## src/rtl/pipe_mem_stage.sv

```systemverilog
// Memory stage of the pipelined CPU: data-memory access over a variable-latency
// req/ack bus with upstream stall, watchdog abort and the MEM/WB register.
module pipe_mem_stage #(
   parameter int TIMEOUT = 16,
   parameter int CW      = 8
) (
   input  logic        clock,
   input  logic        resetn,
   input  logic        mwreg,
   input  logic        mm2reg,
   input  logic        mwmem,
   input  logic [31:0] malu,
   input  logic [31:0] mb,
   input  logic [4:0]  mrn,
   output logic        mstall,
   output logic        dmem_req,
   output logic        dmem_we,
   output logic [31:0] dmem_addr,
   output logic [31:0] dmem_wdata,
   input  logic [31:0] dmem_rdata,
   input  logic        dmem_ack,
   output logic        wwreg,
   output logic        wm2reg,
   output logic [31:0] wmo,
   output logic [31:0] walu,
   output logic [4:0]  wrn,
   output logic [1:0]  wexc
);

   typedef enum logic {IDLE, WAIT} state_t;

   localparam logic [CW-1:0] CNT_LAST = CW'(TIMEOUT - 1);
   localparam logic [1:0]    EXC_NONE = 2'b00;
   localparam logic [1:0]    EXC_MIS  = 2'b01;
   localparam logic [1:0]    EXC_TMO  = 2'b10;

   state_t        state_q, state_d;
   logic [CW-1:0] cnt_q, cnt_d;

   logic        wwreg_q, wwreg_d;
   logic        wm2reg_q, wm2reg_d;
   logic [31:0] wmo_q, wmo_d;
   logic [31:0] walu_q, walu_d;
   logic [4:0]  wrn_q, wrn_d;
   logic [1:0]  wexc_q, wexc_d;

   logic in_wait, memop, mis, abort, done, is_load;

   // A load that also has mwmem set is treated as a store, so it returns no data.
   function automatic logic [31:0] load_data(input logic ld, input logic acked,
                                             input logic [31:0] rdata);
      return (ld && acked) ? rdata : 32'h0;
   endfunction

   always_comb begin
      in_wait    = (state_q == WAIT);
      memop      = mm2reg | mwmem;
      mis        = memop & (malu[1:0] != 2'b00) & ~in_wait;
      is_load    = mm2reg & ~mwmem;
      // Request/stall are forced low during reset so an in-flight access is dropped at once.
      dmem_req   = resetn & ((~in_wait & memop & ~mis) | in_wait);
      dmem_we    = mwmem;
      dmem_addr  = malu;
      dmem_wdata = mb;
      abort      = in_wait & ~dmem_ack & (cnt_q == CNT_LAST);
      done       = dmem_req & dmem_ack;
      mstall     = dmem_req & ~dmem_ack & ~abort;
   end

   always_comb begin
      state_d = state_q;
      cnt_d   = cnt_q;
      unique case (state_q)
         IDLE: begin
            if (dmem_req && !dmem_ack) begin
               state_d = WAIT;
               cnt_d   = '0;
            end
         end
         WAIT: begin
            if (dmem_ack || abort) state_d = IDLE;
            else                   cnt_d   = cnt_q + CW'(1);
         end
         default: state_d = IDLE;
      endcase
   end

   always_comb begin
      wwreg_d  = wwreg_q;
      wm2reg_d = wm2reg_q;
      wmo_d    = wmo_q;
      walu_d   = walu_q;
      wrn_d    = wrn_q;
      wexc_d   = EXC_NONE;
      if (mstall) begin
         wwreg_d  = 1'b0;
         wm2reg_d = 1'b0;
      end else if (mis || abort) begin
         wwreg_d  = 1'b0;
         wm2reg_d = 1'b0;
         wmo_d    = 32'h0;
         walu_d   = malu;
         wrn_d    = mrn;
         wexc_d   = mis ? EXC_MIS : EXC_TMO;
      end else begin
         wwreg_d  = mwreg;
         wm2reg_d = mm2reg;
         wmo_d    = load_data(is_load, done, dmem_rdata);
         walu_d   = malu;
         wrn_d    = mrn;
      end
   end

   // MEM -> WB stage boundary
   always_ff @(posedge clock or negedge resetn) begin
      if (!resetn) begin
         state_q  <= IDLE;
         cnt_q    <= '0;
         wwreg_q  <= 1'b0;
         wm2reg_q <= 1'b0;
         wmo_q    <= 32'h0;
         walu_q   <= 32'h0;
         wrn_q    <= 5'h0;
         wexc_q   <= EXC_NONE;
      end else begin
         state_q  <= state_d;
         cnt_q    <= cnt_d;
         wwreg_q  <= wwreg_d;
         wm2reg_q <= wm2reg_d;
         wmo_q    <= wmo_d;
         walu_q   <= walu_d;
         wrn_q    <= wrn_d;
         wexc_q   <= wexc_d;
      end
   end

   assign wwreg  = wwreg_q;
   assign wm2reg = wm2reg_q;
   assign wmo    = wmo_q;
   assign walu   = walu_q;
   assign wrn    = wrn_q;
   assign wexc   = wexc_q;

endmodule

```

## config.mk

```make
export PLATFORM = sky130hd
export DESIGN_NAME = pipe_mem_stage
export DESIGN_NICKNAME = d
export VERILOG_FILES = /design/src/rtl/pipe_mem_stage.sv
export SDC_FILE = /design/constraint.sdc
export NUM_CORES = 1
export LEC_CHECK = 0
export CAP_MARGIN = 40
export CORE_ASPECT_RATIO = 0.7
export CORE_MARGIN = 1
export CORE_UTILIZATION = 39
export DETAILED_ROUTE_END_ITERATION = 6
export GPL_TIMING_DRIVEN = 0
export PLACE_DENSITY = 0.86
export REMOVE_ABC_BUFFERS = 1
export SYNTH_ARGS = -nofsm -noshare
export SYNTH_HDL_FRONTEND = slang
export SYNTH_SLANG_ARGS = --single-unit
```

## constraint.sdc

```tcl
create_clock -name clock -period 3.6 [get_ports clock]
set_input_delay 0.72 -clock clock [delete_from_list [all_inputs] [get_ports clock]]
set_output_delay 0.72 -clock clock [all_outputs]
set_load 0.01 [all_outputs]
```

# Yosys cells after proc, flatten, opt, wreduce, memory -nomap -nowiden
# Index checks and enable logic that the tools add are counted.
[totals] in_bits=107 ff_bits=82 elab_cells=52
[classes] add_sub_neg=1 eq_ne=3 muxes=15 reduce_logical=7 n_bitwise=18
[op_table] operator="$mux W32" n=2
[op_table] operator="$mux W8" n=2
[op_table] operator="$pmux W8 S2" n=1
[op_table] operator="$and A1 B1 Y1" n=11
[op_table] operator="$add A8 B1 Y8 const B" n=1
[op_table] operator="$eq A8 B4 Y1 const B" n=1
[op_table] operator="$mux W1" n=6
[op_table] operator="$mux W2" n=3
[op_table] operator="$not A1 Y1" n=5
[op_table] operator="$logic_and A1 B1 Y1" n=2
[op_table] operator="$logic_or A1 B1 Y1" n=2
[op_table] operator="$ne A2 B1 Y1 const B" n=1
[op_table] operator="$ne A2 B2 Y1 const B" n=1
[op_table] operator="$or A1 B1 Y1" n=2
[op_table] operator="$pmux W1 S2" n=1
[op_table] operator="$reduce_and A2 Y1" n=1
[op_table] operator="$reduce_bool A2 Y1" n=1
[op_table] operator="$logic_not A1 Y1" n=1

# Logic depth before layout (Yosys ltp)
# Gate-level depths: netlist of run 1.
[logic_depth] word_depth=11 mapped_depth=8 ltp_nobuf=6

# Worst setup path before layout of run 1
# OpenSTA, ideal clock, no wires.
[synth_timing] path_kind="input to output" startpoint="input mwmem" endpoint="output mstall" setup_slack_ps=1066 cell_stages=5 arrival_ps=1814 n_path_buf=1 t_required_ps=2880 cell_sequence="or2_2 and4b_1 a31oi_4 inv_2 buf_2"
[synth_via] elab_chain_cells=9 word_cells_on_any_way=10 cone_classes="bitwise (10)"
[synth_lines] element="start: declaration" line="11" text="input logic mwmem,"
[synth_lines] element="$or A1 B1 Y1 *" line="57" text="memop = mm2reg | mwmem;"
[synth_lines] element="$and A1 B1 Y1 (2 in a row)" line="58" text="mis = memop & (malu[1:0] != 2'b00) & ~in_wait;"
[synth_lines] element="$not A1 Y1" line="61" text="dmem_req = resetn & ((~in_wait & memop & ~mis) | in_wait);"
[synth_lines] element="$and A1 B1 Y1 *" line="61"
[synth_lines] element="$or A1 B1 Y1 *" line="61"
[synth_lines] element="$and A1 B1 Y1 *" line="61"
[synth_lines] element="$and A1 B1 Y1 * (2 in a row)" line="67" text="mstall = dmem_req & ~dmem_ack & ~abort;"
[synth_lines] element="end: declaration" line="15" text="output logic mstall,"
# Every way passes the cells marked *; elsewhere a longest branch is shown, timed or not.

# Worst setup path in the final report of run 1
# Same ends and word-level chain as after synthesis.

==> results of run 1 <==
## state kept, by name, summed over array words and instances (netlist names)
register and flops:
walu 32, wmo 32, cnt_q 8, wrn 5, wexc 2, in_wait 1, wm2reg 1, wwreg 1
## stage by stage
step | std cells | hold WS (ps)
5_1_grt | 540 | 262
3_3_place_gp | 517 | 489
4_1_cts | 540 | 258
6_report | 540 | 257
3_5_place_dp | 520 | 491
2_1_floorplan | 211 | 424
## area by class of cell
class / instances / area [µm²] / area share [%]
inverter: 2 / 15.0 / 0.269
clock inverter: 6 / 113 / 2.02
timing repair buffer: 187 / 1900 / 34.0
timing repair inverter: 1 / 6.26 / 0.112
sequential: 82 / 2050 / 36.8
multi-input combinational: 128 / 1100 / 19.7
tap: 124 / 155 / 2.78
clock buffer: 10 / 239 / 4.29
## worst reg2reg max path, stage by stage (launching register included)
cell,delay [ps]
dfrtp_1,420
or4_4,570
nand2b_1,390
a31oi_4,370
buf_4,290
buf_8,210
mux2_2,360
## power by group
part | switching [mW] | internal [mW] | total, mW
Clock | 0.358 | 0.699 | 1.06
Combinational | 0.131 | 0.221 | 0.351
Sequential | 0.0348 | 0.970 | 1.00
Total | 0.523 | 1.89 | 2.41
## path summary, 6_finish.rpt
| path | start | to | cells after the start |
|---|---|---|---|
| max in group asynchronous | resetn | wmo[3] | 2 |
| setup / recovery | mwmem | mstall | 6 |
| setup reg to reg | cnt_q[5] | walu[5] | 6 |
| min in group clock | wmo[2] | wmo[2] | 1 |
| hold reg to reg | wmo[2] | wmo[2] | 1 |
| hold / removal | resetn | walu[14] | 1 |
## metal layers
layer,part of all wire [%],vias up
met3,12,13
li1,-,1214
met2,46,168
met1,41,1322
met4,1.2,0
met5,0,-
## synth_stat cells, types with 2 or more instances
| cell | number | area [µm²] |
|---|---|---|
| nor2_1 | 6 | 22.5 |
| nand2_1 | 6 | 22.5 |
| a22o_1 | 35 | 307 |
| nor2b_1 | 2 | 12.5 |
| o21a_1 | 2 | 15.0 |
| mux2_2 | 36 | 405 |
| clkbuf_1 | 6 | 22.5 |
| buf_4 | 68 | 510 |
| dfrtp_1 | 82 | 2050 |
| nand3_1 | 4 | 20.0 |
| nor3_1 | 4 | 20.0 |
| a31oi_1 | 3 | 18.8 |
| o21ai_0 | 2 | 10.0 |
| o22ai_1 | 2 | 12.5 |
| and2_1 | 3 | 18.8 |
| a21o_1 | 2 | 15.0 |
| buf_2 | 3 | 15.0 |
| a21oi_1 | 4 | 20.0 |
| nand2b_1 | 2 | 12.5 |
## cell families (layout without fill, tap and decap cells)
group	count (synthesis)	after routing
flip-flops	82	82
XOR/XNOR	2	2
AO/OA/AOI/OAI	52	53
adder cells (fa/ha/maj)	1	1
multiplexers	37	37
AND/OR/NAND/NOR	35	35
buffers and inverters	80	206
## timing repair
item	CTS	global route
buffers inserted	2	0
endpoints found under the setup margin	1	0
gates resized for setup	8	0
endpoints found under the hold margin	0	0
==> impl_metrics.ini, run 1 <==
[run_status]
status = finished, final reports clean

[clock_tree]
cts_inserted_buffers = 9
cts.clk_slew.worst_paths_ps = 60
post_cts_hold_buffer_count = 0
cts_tree = done
clk_latency_ps = 330
clock_path_buffers = 2
cts_sinks = 82
htreeDepth = 3
clock-root-buffer = clkbuf_16

[logic_synthesis]
synth_cells = 289
synth_simple_gate_area_share_pct = 5.23
synth_edf_count = 0
async_reset_ff_share_pct = 100
synthFlopType = dfrtp_1
yosys.area_share.xor_xnor_pct = 0.476
avgSynthCellArea_um2 = 12.7
synth_top_family_by_area = buffers and inverters
yosysWarnings = 0
synth_fa_ha_area_share_pct = 0.340
yosysSeqAreaShare_pct = 55.7
synth-compound-area-share_pct = 11.6
synthMuxAreaShare_pct = 11.3
ys_seq_elements = 82
yosysUniqueCellTypes = 36
synth_area_um2 = 3680

[worst_setup_path]
path_common_cell = clkdlybuf4s50_1
path_delay_family = buffers and inverters
crit_buf_inv = 3
critical_path.max_fanout = 17
max_stage_delay_ps = 500
path_cells = clkdlybuf4s50_1 > or2_2 > and4b_2 > a31oi_4 > inv_8 > clkdlybuf4s50_1
cp-start-kind = primary input
crit_type = primary input to output pin
crit_path_top_delay_cell = clkdlybuf4s50_1
rrSetupSlack_ps = 890
critPathRequiredTime_ps = 2880
cp_data_arrival_time_ps = 2750
endpoint_kind = output pin

[place]
place_congestion = 0.864
dpl-instance-area_um2 = 5170
post-place-ws_ps = -1040
hpwl_mm = 7.21
io_buffers = 182

[detailed_routing]
route.detailed.drc = 0
drtIter0Drc = 89
avgRoutedWirePerCell_um = 18.8
dr.pass1.iters = 4
ant_nets = 0
vias_per_cell = 5.03
routed_wl_mm = 10.2
dr_total_vias = 2717

[pwr]
p_total_mw = 2.41
irDropWorstVdd_uv = 263
leakage_nw = 2.39
power_density_nw_per_um2 = 433

[die]
die_area_um2 = 9840
core-area_um2 = 9110
die_x_um = 118
die_y_um = 83.3
num_rows = 29
initial_core_util_pct = 40.4
ioPinCount = 247

[sta]
setup_violations = 0
period_needed_ps = 3470
worst_slew_pin_slew_ps = 819
hold_viol = 0
finClkSkew_ps = 4.15
tns_ps = 0
finalCritPeriodShare_pct = 96.3
fmax_ghz = 0.289
max-slew-margin-rel_pct = 45.2
fin_ws_ps = 134
rsz0062_at_grt = no
slew_viol_final = 0

[finish]
nNetsFinal = 519
final_util_pct = 61.2
final_cell_mix = clkdlybuf4s50_1 (181), dfrtp_1 (82), mux2_2 (36)
diodes = 0
drive_gt1_share_pct = 16.1
final_common_cell = clkdlybuf4s50_1
area_delta_synth_final_pct = 51.4
design_area_um2 = 5580
n_fill_cell = 717

[global_route]
overflow = 0
antenna_found_initial = 0
grtUsageMet1_pct = 25.2
top_usage_layer = met2
grt_max_degree = 49
grt.total_usage_pct = 21.6
use_met3_pct = 11.6
grt_first_pass_wirelength_mm = 15.9
grt_pass1_vias = 2846
grt_use_met2_pct = 33.7

[hold_path]
holdCritPathClass = primary input to asynchronous set/reset pin

[job]
drv_cap = 0
(Power assumes the default switching activity.)
==> run 2: changes to the inputs <==
Settings changed: CORE_AREA set to 2 2 95 97, CORE_ASPECT_RATIO 0.7 to not set, CORE_MARGIN 1 to not set, CORE_UTILIZATION 39 to not set, DIE_AREA set to 0 0 97 99, DONT_BUFFER_PORTS set to 1, PLACE_DENSITY 0.86 to 0.57.
==> run 2 against run 1 <==
  * Cell area decreased by 37%
  * Global-route usage shrank 4.9 points
  * Total power is 28% lower
  * First-iteration DRC count is 44% lower
  * Cell count is 38% lower
  * Non-clock buffer count decreased by 185
  * Via count shrank 27%
  * Wire length down 20%
  * Sequential power about the same
  * Largest power group is now sequential cells
  * Setup slack better by 77 ps
  * Hold slack lost 200 ps
  * Highest routed layer unchanged
  * Critical endpoint unchanged
==> impl_metrics.ini, run 2 (same netlist as run 1, synthesis figures left out) <==
[run_status]
status = finished, final reports clean

[worst_setup_path]
critical_path.max_fanout = 33
critPathRequiredTime_ps = 2880
endpoint_kind = output pin
rr_endpoint = wmo[14]
r2r_cells = 5
cp_data_arrival_time_ps = 2670
r2r_start = cnt_q[5]
rrSetupSlack_ps = 820
cp-start-kind = register
crit_type = register to output pin

[detailed_routing]
vias_per_cell = 5.92
dr_total_vias = 1994
avgRoutedWirePerCell_um = 24.0
route.detailed.drc = 0
ant_nets = 0
routed_wl_mm = 8.08
drtIter0Drc = 50
dr.pass1.iters = 5

[sta]
max-slew-margin-rel_pct = 38.9
slew_viol_final = 0
finClkSkew_ps = 8.71
tns_ps = 0
setup_violations = 0
fin_ws_ps = 211
rsz0062_at_grt = no
timing.hold.ws_ps = 54.4
worst_slew_pin_slew_ps = 916
hold_viol = 0
period_needed_ps = 3390
finalCritPeriodShare_pct = 94.1
fmax_ghz = 0.295

[pwr]
irDropWorstVdd_uv = 152
power_density_nw_per_um2 = 497
leakage_nw = 1.58

[finish]
n_fill_cell = 803
area_delta_synth_final_pct = -4.86
nNetsFinal = 332
drive_gt1_share_pct = 25.8
final_cell_mix = dfrtp_1 (82), mux2_2 (36), a22o_1 (35)
final_util_pct = 41.0
final_common_cell = dfrtp_1
diodes = 0

[clock_tree]
clk_latency_ps = 350
cts_resized = 0
clock_path_buffers = 2
postCtsSetupRepairBufs = 0
htreeDepth = 3
clock-root-buffer = clkbuf_8
cts_tree = done
post_cts_hold_buffer_count = 0
cts.clk_slew.worst_paths_ps = 90
cts_inserted_buffers = 9
cts_sinks = 82

[die]
initial_core_util_pct = 43.1
die_y_um = 99
num_rows = 34
die_x_um = 97
ioPinCount = 247
core-area_um2 = 8550
die_area_um2 = 9600

[place]
post-place-ws_ps = 494
hpwl_mm = 5.88
io_buffers = 0
place_congestion = 0.830

[global_route]
grt.total_usage_pct = 16.7
antenna_found_initial = 0
grt_first_pass_wirelength_mm = 11.9
overflow = 0
grt_pass1_vias = 1963
grt_max_degree = 86

[hold_path]
holdCritPathClass = primary input to asynchronous set/reset pin

[job]
drv_cap = 0
run 2: changes by cell type in the layout (fill, tap and decap cells not counted), sizes merged:
cell,before,now
clkdlybuf4s50,181,0
buf,6,2
bufinv,3,0
clkinvlp,0,2
a31oi,5,4
run 2: layer usage:
layer  vias to the layer above  GRT usage (%)  routed length, µm
li1                        828              -                  -
met1                       976           20.7               3060
met2                       169           22.3               3580
met3                        21           10.5               1180
met4                         0           9.21                260
met5                         -              0                  0
run 2: worst max-delay path: stages (launching register included):
cell and delay [ps]:
dfrtp_1 430, or4_4 570, nand2b_1 310, a31oi_4 580, inv_2 430
run 2: layout make-up:
cell class	count	area, µm²	share of cell area (%)
inverter	2	7.51	0.214
sequential	82	2050	58.6
clock buffer	10	138	3.93
clock inverter	6	50.0	1.43
tap	108	135	3.86
timing repair buffer	2	42.5	1.21
multi-input combinational	127	1080	30.8
run 2: worst max-delay path by stage:
stage | startpoint | to | slack (ps) | depth (start not counted)
floorplan | malu[1] | wmo[0] | -250 | 4
global placement | malu[1] | wmo[26] | -1790 | 4
detailed placement | resetn | mstall | 490 | 4
CTS | cnt_q[5] | mstall | 110 | 4
global route | cnt_q[5] | mstall | 3 | 4
finish | cnt_q[5] | mstall | 210 | 4
run 2: power breakdown:
part           internal (mW)  switching, mW  total (mW)
Sequential             0.968         0.0573        1.03
Combinational         0.0566         0.0406      0.0973
Clock                  0.276          0.344       0.621
run 2: metrics by stage:
stage          cell area (µm²)  power (mW)  instances
2_1_floorplan             3120        1.11        211
6_report                  3500        1.74        337
4_1_cts                   3500        1.78        337
5_1_grt                   3500        1.84        337
3_5_place_dp              3320        1.14        321
3_3_place_gp              3260        1.14        319
